===== src/rtl/seg_scan_decoder_if.sv =====
// rtl/seg_scan_decoder_if.sv - 7-segment scan link bundle (optional dp lane under SEGDEC_DP_EN)
interface seg_scan_decoder_if #(
  parameter int NDIG = 4
);
  logic [7:0]        seg;
  logic [NDIG-1:0]   an;
  logic              err_clr;
  logic [4*NDIG-1:0] digits;
  logic [NDIG-1:0]   valid;
  logic              upd;
  logic              err;
  logic              err_flag;
`ifdef SEGDEC_DP_EN
  logic [NDIG-1:0]   dp;

  modport master (
    output seg, an, err_clr,
    input  digits, valid, upd, err, err_flag, dp
  );

  modport slave (
    input  seg, an, err_clr,
    output digits, valid, upd, err, err_flag, dp
  );
`else
  modport master (
    output seg, an, err_clr,
    input  digits, valid, upd, err, err_flag
  );

  modport slave (
    input  seg, an, err_clr,
    output digits, valid, upd, err, err_flag
  );
`endif
endinterface


===== src/rtl/seg_scan_decoder.sv =====
// rtl/seg_scan_decoder.sv - scanned 7-segment receiver, nibble recovery; SEGDEC_DP_EN adds dp capture
module seg_scan_decoder #(
  parameter int NDIG   = 4,
  parameter int STABLE = 4
) (
  input  logic               clk,
  input  logic               reset,
  seg_scan_decoder_if.slave  bus
);

  localparam int CW = $clog2(STABLE + 1);
  localparam int SW = (NDIG > 1) ? $clog2(NDIG) : 1;
  localparam logic [CW-1:0] CNT_MAX = CW'(STABLE);
  localparam logic [CW-1:0] CNT_CAP = CW'(STABLE - 1);

  logic [7:0]        seg_m, seg_s;
  logic [NDIG-1:0]   an_m, an_s;
  logic [NDIG+7:0]   prev;
  logic [CW-1:0]     cnt;
  logic              same;
  logic [3:0]        zeros;
  logic [SW-1:0]     sel;
  logic [7:0]        key;
  logic              hit;
  logic              blank;
  logic [3:0]        nib;
  logic              capture;
  logic              bad;

  logic [4*NDIG-1:0] digits_r;
  logic [NDIG-1:0]   valid_r;
  logic              upd_r;
  logic              err_r;
  logic              err_flag_r;

  // two-flop synchronizer; idles at blank segments with no anode selected
  always_ff @(posedge clk) begin
    if (reset) begin
      seg_m <= '1;
      an_m  <= '1;
      seg_s <= '1;
      an_s  <= '1;
    end else begin
      seg_m <= bus.seg;
      an_m  <= bus.an;
      seg_s <= seg_m;
      an_s  <= an_m;
    end
  end

  assign same = ({seg_s, an_s} == prev);

  // stability window: restart on any change, saturate so a held input captures once
  always_ff @(posedge clk) begin
    if (reset) begin
      prev <= '1;
      cnt  <= '0;
    end else if (!same) begin
      prev <= {seg_s, an_s};
      cnt  <= '0;
    end else if (cnt != CNT_MAX) begin
      cnt <= cnt + 1'b1;
    end
  end

  // count low anodes and remember which one is low
  always_comb begin
    zeros = 4'd0;
    sel   = '0;
    for (int i = 0; i < NDIG; i++) begin
      if (!an_s[i]) begin
        zeros = zeros + 4'd1;
        sel   = SW'(i);
      end
    end
  end

  // segment code table; with dp lane enabled the DP bit is forced off before matching
  always_comb begin
`ifdef SEGDEC_DP_EN
    key = {1'b1, seg_s[6:0]};
`else
    key = seg_s;
`endif
    hit = 1'b1;
    nib = 4'h0;
    case (key)
      8'h88: nib = 4'h0;
      8'hBB: nib = 4'h1;
      8'hC2: nib = 4'h2;
      8'h92: nib = 4'h3;
      8'hB1: nib = 4'h4;
      8'h94: nib = 4'h5;
      8'h84: nib = 4'h6;
      8'hB8: nib = 4'h7;
      8'h80: nib = 4'h8;
      8'h90: nib = 4'h9;
      8'hA0: nib = 4'hA;
      8'h85: nib = 4'hB;
      8'hCC: nib = 4'hC;
      8'h83: nib = 4'hD;
      8'hC4: nib = 4'hE;
      8'hE4: nib = 4'hF;
      default: hit = 1'b0;
    endcase
    blank = (key == 8'hFF);
  end

  assign capture = same && (cnt == CNT_CAP) && (zeros == 4'd1);
  assign bad     = capture && !hit && !blank;

  // capture results into the selected digit slot and raise the event pulses
  always_ff @(posedge clk) begin
    if (reset) begin
      digits_r   <= '0;
      valid_r    <= '0;
      upd_r      <= 1'b0;
      err_r      <= 1'b0;
      err_flag_r <= 1'b0;
    end else begin
      upd_r <= 1'b0;
      err_r <= 1'b0;
      if (capture) begin
        if (hit) begin
          digits_r[{sel, 2'b00} +: 4] <= nib;
          valid_r[sel]                <= 1'b1;
          upd_r                       <= 1'b1;
        end else begin
          valid_r[sel] <= 1'b0;
          err_r        <= !blank;
        end
      end
      if (bad) begin
        err_flag_r <= 1'b1;
      end else if (bus.err_clr) begin
        err_flag_r <= 1'b0;
      end
    end
  end

`ifdef SEGDEC_DP_EN
  logic [NDIG-1:0] dp_r;

  // decimal point follows each match or blank capture of its digit
  always_ff @(posedge clk) begin
    if (reset) begin
      dp_r <= '0;
    end else if (capture && (hit || blank)) begin
      dp_r[sel] <= ~seg_s[7];
    end
  end

  assign bus.dp = dp_r;
`endif

  assign bus.digits   = digits_r;
  assign bus.valid    = valid_r;
  assign bus.upd      = upd_r;
  assign bus.err      = err_r;
  assign bus.err_flag = err_flag_r;

endmodule

===== src/flat_wrapper.sv =====
// flat-port wrapper written by rule: the top's interface ports become plain ports
module seg_scan_decoder_flat 
#(
  parameter int NDIG   = 4,
  parameter int STABLE = 4
)
  (clk, reset, bus_seg, bus_an, bus_err_clr, bus_digits, bus_valid, bus_upd, bus_err, bus_err_flag);
  seg_scan_decoder_if #(.NDIG(NDIG)) bus_i ();
  input  logic clk;
  input  logic reset;
  input wire logic [$bits(bus_i.seg)-1:0] bus_seg;
  input wire logic [$bits(bus_i.an)-1:0] bus_an;
  input wire logic [$bits(bus_i.err_clr)-1:0] bus_err_clr;
  output wire logic [$bits(bus_i.digits)-1:0] bus_digits;
  output wire logic [$bits(bus_i.valid)-1:0] bus_valid;
  output wire logic [$bits(bus_i.upd)-1:0] bus_upd;
  output wire logic [$bits(bus_i.err)-1:0] bus_err;
  output wire logic [$bits(bus_i.err_flag)-1:0] bus_err_flag;
  assign bus_i.seg = bus_seg;
  assign bus_i.an = bus_an;
  assign bus_i.err_clr = bus_err_clr;
  assign bus_digits = bus_i.digits;
  assign bus_valid = bus_i.valid;
  assign bus_upd = bus_i.upd;
  assign bus_err = bus_i.err;
  assign bus_err_flag = bus_i.err_flag;
  seg_scan_decoder #(.NDIG(NDIG), .STABLE(STABLE)) u_core (.clk(clk), .reset(reset), .bus(bus_i));
endmodule

===== config.mk =====
export PLATFORM = sky130hd
export DESIGN_NAME = seg_scan_decoder_flat
export DESIGN_NICKNAME = d
export VERILOG_FILES = /design/src/rtl/seg_scan_decoder_if.sv /design/src/rtl/seg_scan_decoder.sv /design/src/flat_wrapper.sv
export SDC_FILE = /design/constraint.sdc
export NUM_CORES = 1
export LEC_CHECK = 0
export ABC_AREA = 1
export CORE_UTILIZATION = 49
export DETAILED_ROUTE_END_ITERATION = 7
export GPL_ROUTABILITY_DRIVEN = 1
export PLACE_DENSITY = 0.75
export SLEW_MARGIN = 20
export SYNTH_ARGS = -nofsm -noshare
export SYNTH_HDL_FRONTEND = slang
export SYNTH_SLANG_ARGS = --single-unit

===== constraint.sdc =====
create_clock -name clk -period 2 [get_ports clk]
set_input_delay 0.3 -clock clk [delete_from_list [all_inputs] [get_ports clk]]
set_output_delay 0.3 -clock clk [all_outputs]
set_load 0.02 [all_outputs]

==> After elaboration in Yosys (flattened, before gate mapping) <==
Cells that the tools add are included.
{ "op_classes": {"bitwise_logic": 5, "reduce_logical": 13, "div": 0, "n_eq_ne": 21, "multipliers": 0, "mux": 16, "magnitude_cmp": 2, "n_addsub": 5, "shift": 2} }
{ "ops": {"columns": ["op", "n"], "rows": [
  ["$eq 8x8->1 const B", 17],
  ["$pmux 4 s15", 1],
  ["$bwmux 16", 1],
  ["$mux 4", 4],
  ["$reduce_or 16->1", 1],
  ["$shift 4x6->16 const A", 1],
  ["$shiftx 4x6->16", 1],
  ["$eq 12x12->1", 1],
  ["$add 4x1->4 const B", 2],
  ["$mux 1", 7],
  ["$neg 4->6", 1],
  ["$logic_and 1x1->1", 5],
  ["$and 4x4->4", 1],
  ["$eq 4x1->1 const B", 1],
  ["$mux 2", 2],
  ["$not 4->4", 1],
  ["$or 4x4->4", 1],
  ["$reduce_or 2->1", 2],
  ["$add 3x1->3 const B", 1],
  ["$eq 3x2->1 const B", 1],
  ["$lt 2x3->1 const B", 1],
  ["$ne 3x3->1 const B", 1],
  ["$reduce_or 3->1", 1],
  ["$add 1x1->2 const B", 1],
  ["6 further kinds", 8]
]} }
{ "word_totals": {"mem_bits_ro": 0, "mem_count": 0, "wordCells": 75, "reg_bits": 62, "latch_bits": 0, "inputBits": 15, "mem_bits_rw": 0, "output_inout_bits": 23} }

==> Logic depth before layout (Yosys ltp) <==
{ "depth": {"word_depth": 12, "mapped_depth": 17, "mapped_depth_nobuf": 16} }

==> Least setup slack after synthesis <==
No wires, ideal clock.
{ "synth_timing": {"path_kind": "flip-flop to flip-flop", "from": "reg u_core.an_s[1]", "to": "reg u_core.digits_r[4] (netlist: u_core.bus.digits[4])", "required_time_ns": 1.887, "stages_incl_launch_ff": 15, "setup_time_ns": 0.113, "period_less_slack_ns": 2.118, "t_arrival_ns": 2.005, "setup_slack_ns": -0.118, "path_buffers": 0, "path_cell_list": "dfxtp_1 -> inv_1 -> ha_1 -> xnor2_2 -> ha_1 -> inv_1 -> nor2_1 -> o21ai_1 -> nand2_1 -> nor2_1 -> nand2_2 -> nor2_8 -> nand3_2 -> nor2_1 -> nor2_1"} }
{ "synth_between": {"elab_chain_cells": 8, "word_cells_on_any_way": 17, "classes_between": "add/sub (3); eq/ne (2); shift (2); mux (7); reduce/logical (3)"} }
{ "synth_rtl": {"columns": ["element", "line", "rtl"], "rows": [
  ["from (decl)", "seg_scan_decoder.sv:17", "logic [NDIG-1:0] an_m, an_s;"],
  ["from (signal assigned)", "seg_scan_decoder.sv:47", "an_s <= an_m;"],
  ["$mux 4", "seg_scan_decoder.sv:71", "if (!an_s[i]) begin"],
  ["$add 4x1->4", "seg_scan_decoder.sv:72", "zeros = zeros + 4'd1;"],
  ["$mux 4", "seg_scan_decoder.sv:71", null],
  ["$add 4x1->4", "seg_scan_decoder.sv:72", null],
  ["$mux 4", "seg_scan_decoder.sv:71", null],
  ["$eq 4x1->1", "seg_scan_decoder.sv:109", "assign capture = same && (cnt == CNT_CAP) && (zeros == 4'd1);"],
  ["$logic_and 1x1->1", "seg_scan_decoder.sv:109", null],
  ["$reduce_and 2->1 (no source line)", null, null],
  ["to (signal, indexed assignment)", "seg_scan_decoder.sv:125", "digits_r[{sel, 2'b00} +: 4] <= nib;"],
  ["to (decl)", "seg_scan_decoder.sv:30", "logic [4*NDIG-1:0] digits_r;"]
]} }
Parallel ways exist; a longest one is shown, timed or not.
A chain may end at the register's enable or synchronous reset.

==> Worst setup path in the final report <==
{ "layout_timing": {"from": "reg u_core.an_s[0]", "to": "reg u_core.digits_r[13] (netlist: u_core.bus.digits[13])"} }
{ "layout_between": {"elab_chain_cells": 10, "word_cells_on_any_way": 12, "classes_between": "add/sub (3); eq/ne (2); mux (4); reduce/logical (3)"} }
{ "layout_rtl": {"columns": ["element", "line"], "rows": [
  ["$mux 1", "seg_scan_decoder.sv:71"],
  ["$add 1x1->2", "seg_scan_decoder.sv:72"],
  ["$mux 4", "seg_scan_decoder.sv:71"],
  ["$add 4x1->4", "seg_scan_decoder.sv:72"],
  ["$mux 4", "seg_scan_decoder.sv:71"],
  ["$add 4x1->4", "seg_scan_decoder.sv:72"],
  ["$mux 4", "seg_scan_decoder.sv:71"],
  ["$eq 4x1->1", "seg_scan_decoder.sv:109"],
  ["$logic_and 1x1->1 *", "seg_scan_decoder.sv:109"],
  ["$reduce_and 2->1 (no source line) *", null]
]} }
Every way passes the cells marked *; elsewhere a longest branch is shown, timed or not.

==> run metrics <==
max-cap viol count 0; IO Port Bufs 37; CTS tree done; drt drc 0; Critical Path RT 2.28 ns; clk buf depth 2; f_max 463 MHz; Peak VDD IR 0.645 mV; CTS HTree Levels 3; Slew Limit Fails 0; RSZ-0062 raised after global routing true; largest net degree at the start of global routing 30; Yosys warning count 0; pre-CTS WS -0.0998 ns; via count 2549; Nets 471; DP Area roughly 0.0034 mm2; arrival time at the worst endpoint 2.44 ns; WL/cell 11.8 um; relative slew slack 0.696; family with the most delay on the worst path simple AND/OR/NAND/NOR gates; HP Class reg2reg; layout cells sized above 1 0.253; Leak 1.75 nW; final hold viol count 0; CTS Sinks slightly above 60; syn_nets between 400 and 500; Clock Pin Slew Worst Setup and Hold Paths ~0.07 ns; die width ~78 um; most common cell after layout, fill and taps aside nand2_1; Critical Path Most Common Cell nand2_1; commonest non-fill, non-tap cells in the layout nand2_1 (99), nor2_1 (69), dfxtp_1 (60); #FFs+latches synth 62; post-synthesis cell area 0.00284 mm2; Layout area overhead 31.8%; P per Cell Area 697 mW/mm2; number of vias per cell just under 5; number of synthesized flops with an enable pin 0; register area share after synthesis 0.437; Buf/Inv on CP 3; Final ANT Viol Nets 0; DP HPWL 4310 um; initial antenna violation count 0; Post-Syn Area per Cell 7.21 um2; Hold Buf Count CTS 0; Starting Density 0.513; die height 78.1 um; GRT Residual Overflow 0; Final Routed Wirelength 6230 um; final instance area approximately 0.0037 mm2; Post-Syn Instances 394; CTS Buf Count 9; Skew-Pair Late Insertion Delay 0.34 ns; Slowest-stage cell, CP dfxtp_2; Final min period 2.16 ns; worst setup margin -0.159 ns; crit-path max FO 6; peak per-stage delay on the critical path roughly 0.33 ns; initial DRC count 124; crit path capture type flop; outcome finished with violations; final setup vio count 20; core region area 0.00554 mm2; first-pass GRT wire length 10100 um; die area 0.00611 mm2; Crit Path Class reg2reg; Async S/R FF share, synth 0; DRT Pass-1 Iters 4; CP Launch Type flop; fin crit share 1.08; Root Buffer clkbuf_8; Global Route Usage Sum 0.218; row cnt 27; CP cell instances buf_4 > ha_1 > nand2_1 > o21ai_2 > inv_1 > ha_2 > inv_1 > nand3_1 > nand2_1 > nand2_4 > nor2_8 > nand3_4 > nand2_1 > nand2_1 > nor2_1; Setup Skew 0.00713 ns; Slew @ Worst Pin 0.454 ns; failing checks negative setup slack; vias in the first global route 2305; Final Wtd Congestion about 0.9; flop-to-flop setup slack -0.16 ns; Distinct cells, synth 29; Top Ports 38; # diodes 0; ys flop type dfxtp_1
[worst paths after layout]
| path | end | from | depth (start not counted) |
|---|---|---|---|
| min | u_core.an_s[1] | u_core.an_m[1] | 1 |
| max reg2reg | u_core.bus.digits[13] | u_core.an_s[0] | 15 |
| min reg2reg | u_core.an_s[1] | u_core.an_m[1] | 1 |
| max | u_core.bus.digits[13] | u_core.an_s[0] | 15 |
[registers in the layout, summed over array words and instances, names as in the netlist, named ones only]
register / flops
u_core.bus.upd: 1
u_core.an_m: 4
u_core.bus.digits: 16
u_core.bus.err_flag: 1
u_core.prev: 12
u_core.bus.err: 1
u_core.an_s: 4
u_core.key: 8
u_core.cnt: 3
u_core.seg_m: 8
[metal layers]
layer / vias up / routed length [um] / global-route usage
met4: 0 / 59 / 0.0833
met1: 1174 / 2790 / 0.265
met3: 5 / 286 / 0.0651
met5: - / 0 / 0
met2: 57 / 3090 / 0.362
li1: 1313 / - / -
[synthesized netlist by cell type (7+ instances only)]
library cell	number	area, um2
nor2_1	73	274
nand3_1	15	75.1
dfxtp_1	62	1240
a21oi_1	8	40.0
nand2_1	104	390
inv_1	34	128
or2_2	24	150
nand2_2	7	43.8
xnor2_1	7	61.3
nor3_1	7	35.0
inv_2	13	48.8
[layout make-up]
cell class	count	area, um2
Fill cell	471	1800
Multi-Input combinational cell	278	1540
Sequential cell	62	1240
Timing Repair Buffer	51	479
Inverter	48	180
Clock buffer	11	151
Tap cell	72	90.1
Clock inverter	5	57.6
[through the flow]
stage / power [mW] / TNS (ns) / cells / util / hold slack (ns)
4_1_cts: 2.62 / -0.958 / 525 / 0.655 / 0.408
3_5_place_dp: 1.50 / -1.41 / 507 / 0.608 / 0.396
2_1_floorplan: 1.43 / 0 / 394 / - / 0.389
3_3_place_gp: 1.50 / -0.465 / 507 / 0.608 / 0.391
6_report: 2.61 / -1.81 / 527 / 0.675 / 0.408
5_1_grt: 2.72 / -5.12 / 527 / 0.675 / 0.418
[what timing repair did]
action,4_1_cts,5_1_grt
endpoints found under the setup margin,22,23
setup buffers,0,2
pin swaps,1,5
cloned,2,0
gates resized for setup,9,24
[power by group]
| group | switching [mW] | internal [mW] |
|---|---|---|
| Clock | 0.471 | 0.640 |
| Sequential | 0.0196 | 1.27 |
| Combinational | 0.115 | 0.0971 |
[logic make-up (layout without fill, tap and decap cells)]
kind of cell    after synthesis  count (layout)  share of synthesized area
simple gates                248             250                      0.403
flops                        62              62                      0.437
buf+inv                      56             115                     0.0789
compound gates               12              12                     0.0211
xor+xnor                     10              10                     0.0335
fa+ha+maj                     6               6                     0.0264
Note: power is estimated with default switching activity, not from simulation.
==> RTL change: new RTL, config.mk and constraints unchanged <==
`STABLE` is set to 4 in 2 places; all go to 2.
--- a/src/rtl/seg_scan_decoder.sv
+++ b/src/rtl/seg_scan_decoder.sv
@@ -3,3 +3,3 @@
   parameter int NDIG   = 4,
-  parameter int STABLE = 4
+  parameter int STABLE = 2
 ) (
--- a/src/flat_wrapper.sv
+++ b/src/flat_wrapper.sv
@@ -4,3 +4,3 @@
   parameter int NDIG   = 4,
-  parameter int STABLE = 4
+  parameter int STABLE = 2
 )
Formal check against the unedited RTL: not equivalent (Yosys sat finds a counterexample within 10 cycles, from zero or initial values and one cycle with reset high).
==> RTL change against the original RTL <==
  * The run still ends with negative setup slack left
  * Wire length decreased by 3.8%
  * Clock power decreased by 14%
  * Worst setup slack got worse by 0.030 ns
  * Sequential cell count decreased by 1
  * Fmax decreased by 1.4%
  * Count of clock-buffer cells in the layout decreased by 1
  * Synthesized cell count decreased by 0.51%
  * Power decreased by 6.3%
  * Synthesized area decreased by 1.5%
  * Combinational power increased by 5%
  * Final area decreased by 1.7%
  * Highest routed layer unchanged
==> RTL change: results <==
{
  "grt_pass1_vias": 2285,
  "ys_seq_area_share_pct": 43.6,
  "drt_iter0_drc": 93,
  "critPathMaxFanout": 8,
  "finalSetupViolations": 21,
  "outcome": "complete, but fails checks",
  "dr_wl_met2_um": 2810,
  "ir_drop_mv": 0.509,
  "violations": "negative setup slack",
  "nFillCells": 448,
  "synth_nets": 412,
  "via_per_inst": 4.65,
  "place_area_um2": 3330,
  "met3WireLength_um": 230,
  "cp_slowest_cell": "dfxtp_4",
  "place_ws_ns": -0.149,
  "worst_slack_ns": -0.189,
  "met1_length_um": 2830,
  "dpl.cell_count": 505,
  "syn_inst": 392,
  "detailed_place_hpwl_um": 4300,
  "nets": 473,
  "p_leak_uw": 0.00179,
  "synthTopCellsByCount": "nand2_1, nor2_1, dfxtp_1",
  "gp_congestion": 0.857,
  "worstMarginPinSlew_ns": 0.558
}
[RTL change: cell count changes in the layout (fill, tap and decap cells not counted), moves of 2 or more]
cell      before  now
a21oi_2        1    3
buf_4         13   19
clkinv_2       1    3
ha_1           4    2
inv_1         31   43
inv_2         16    8
nand2_2        8   11
nand2_4        4    2
nand3_1       14   17
nor2_1        69   64
nor2_4         6    1
nor3_2         2    0
[RTL change: cell families (layout without fill, tap and decap cells)]
kind of cell / count (synthesis) / after routing / synth area share, %
AND/OR/NAND/NOR: 244 / 244 / 39.7
flip-flops: 61 / 61 / 43.6
buffers and inverters: 60 / 126 / 8.72
AO/OA/AOI/OAI: 12 / 12 / 2.28
XOR/XNOR: 10 / 10 / 3.40
adder cells (fa/ha/maj): 5 / 5 / 2.24
[RTL change: routing by layer]
metal	vias up	track usage [%]
li1	1306	-
met1	1097	26.9
met2	49	34.3
met3	12	5.29
met4	0	9.81
met5	-	0
[RTL change: cell type report]
type                    count  share of cell area, %
well taps                  72                   2.45
multi-input cells         271                   39.7
repair buffers             57                   14.2
flip-flops and latches     61                   33.3
inverters                  53                   5.47
clock inverters             6                   1.05
clock buffers              10                   3.74
[RTL change: worst paths after layout]
kind / startpoint / end / slack [ns] / cells past startpoint
worst max-delay path: u_core.an_s[1]$_SDFF_PP1_ / flip-flop / -0.19 / 12
worst min-delay path: u_core.seg_m[3]$_SDFF_PP1_ / u_core.key[3]$_SDFF_PP1_ / 0.41 / 1
worst max register to register: u_core.an_s[1]$_SDFF_PP1_ / flip-flop / -0.19 / 12
worst min register to register: u_core.seg_m[3]$_SDFF_PP1_ / u_core.key[3]$_SDFF_PP1_ / 0.41 / 1
[RTL change: report_power, final]
part / internal, µW / total [µW] / switching, µW
Clock: 477 / 955 / 478
Sequential: 1240 / 1270 / 21.0
Combinational: 104 / 224 / 120
[RTL change: timing repair]
item / 4_1_cts / 5_1_grt
endpoints found under the setup margin: 21 / 21
gates resized for setup: 7 / 23
buffers inserted: 2 / 7
pin swaps: 9 / 21
[RTL change: worst register-to-register path: cells and delay by family (launching register included)]
kind	cells	cell delay (ns)
AOI/OAI and AO/OA	1	0.12
xor gates and xnor gates	1	0.18
adders and majority gates	2	0.51
buffers and inverters	3	0.26
DFF	1	0.38
and+or+nand+nor	5	0.67
[RTL change: per-stage QoR]
| stage | hold slack [ns] | utilization [%] |
|---|---|---|
| after floorplan | 0.389 | - |
| after global placement | 0.392 | 60.5 |
| after detailed placement | 0.392 | 60.5 |
| after CTS | 0.408 | 64.3 |
| after global routing | 0.420 | 66.8 |
| final | 0.407 | 66.8 |
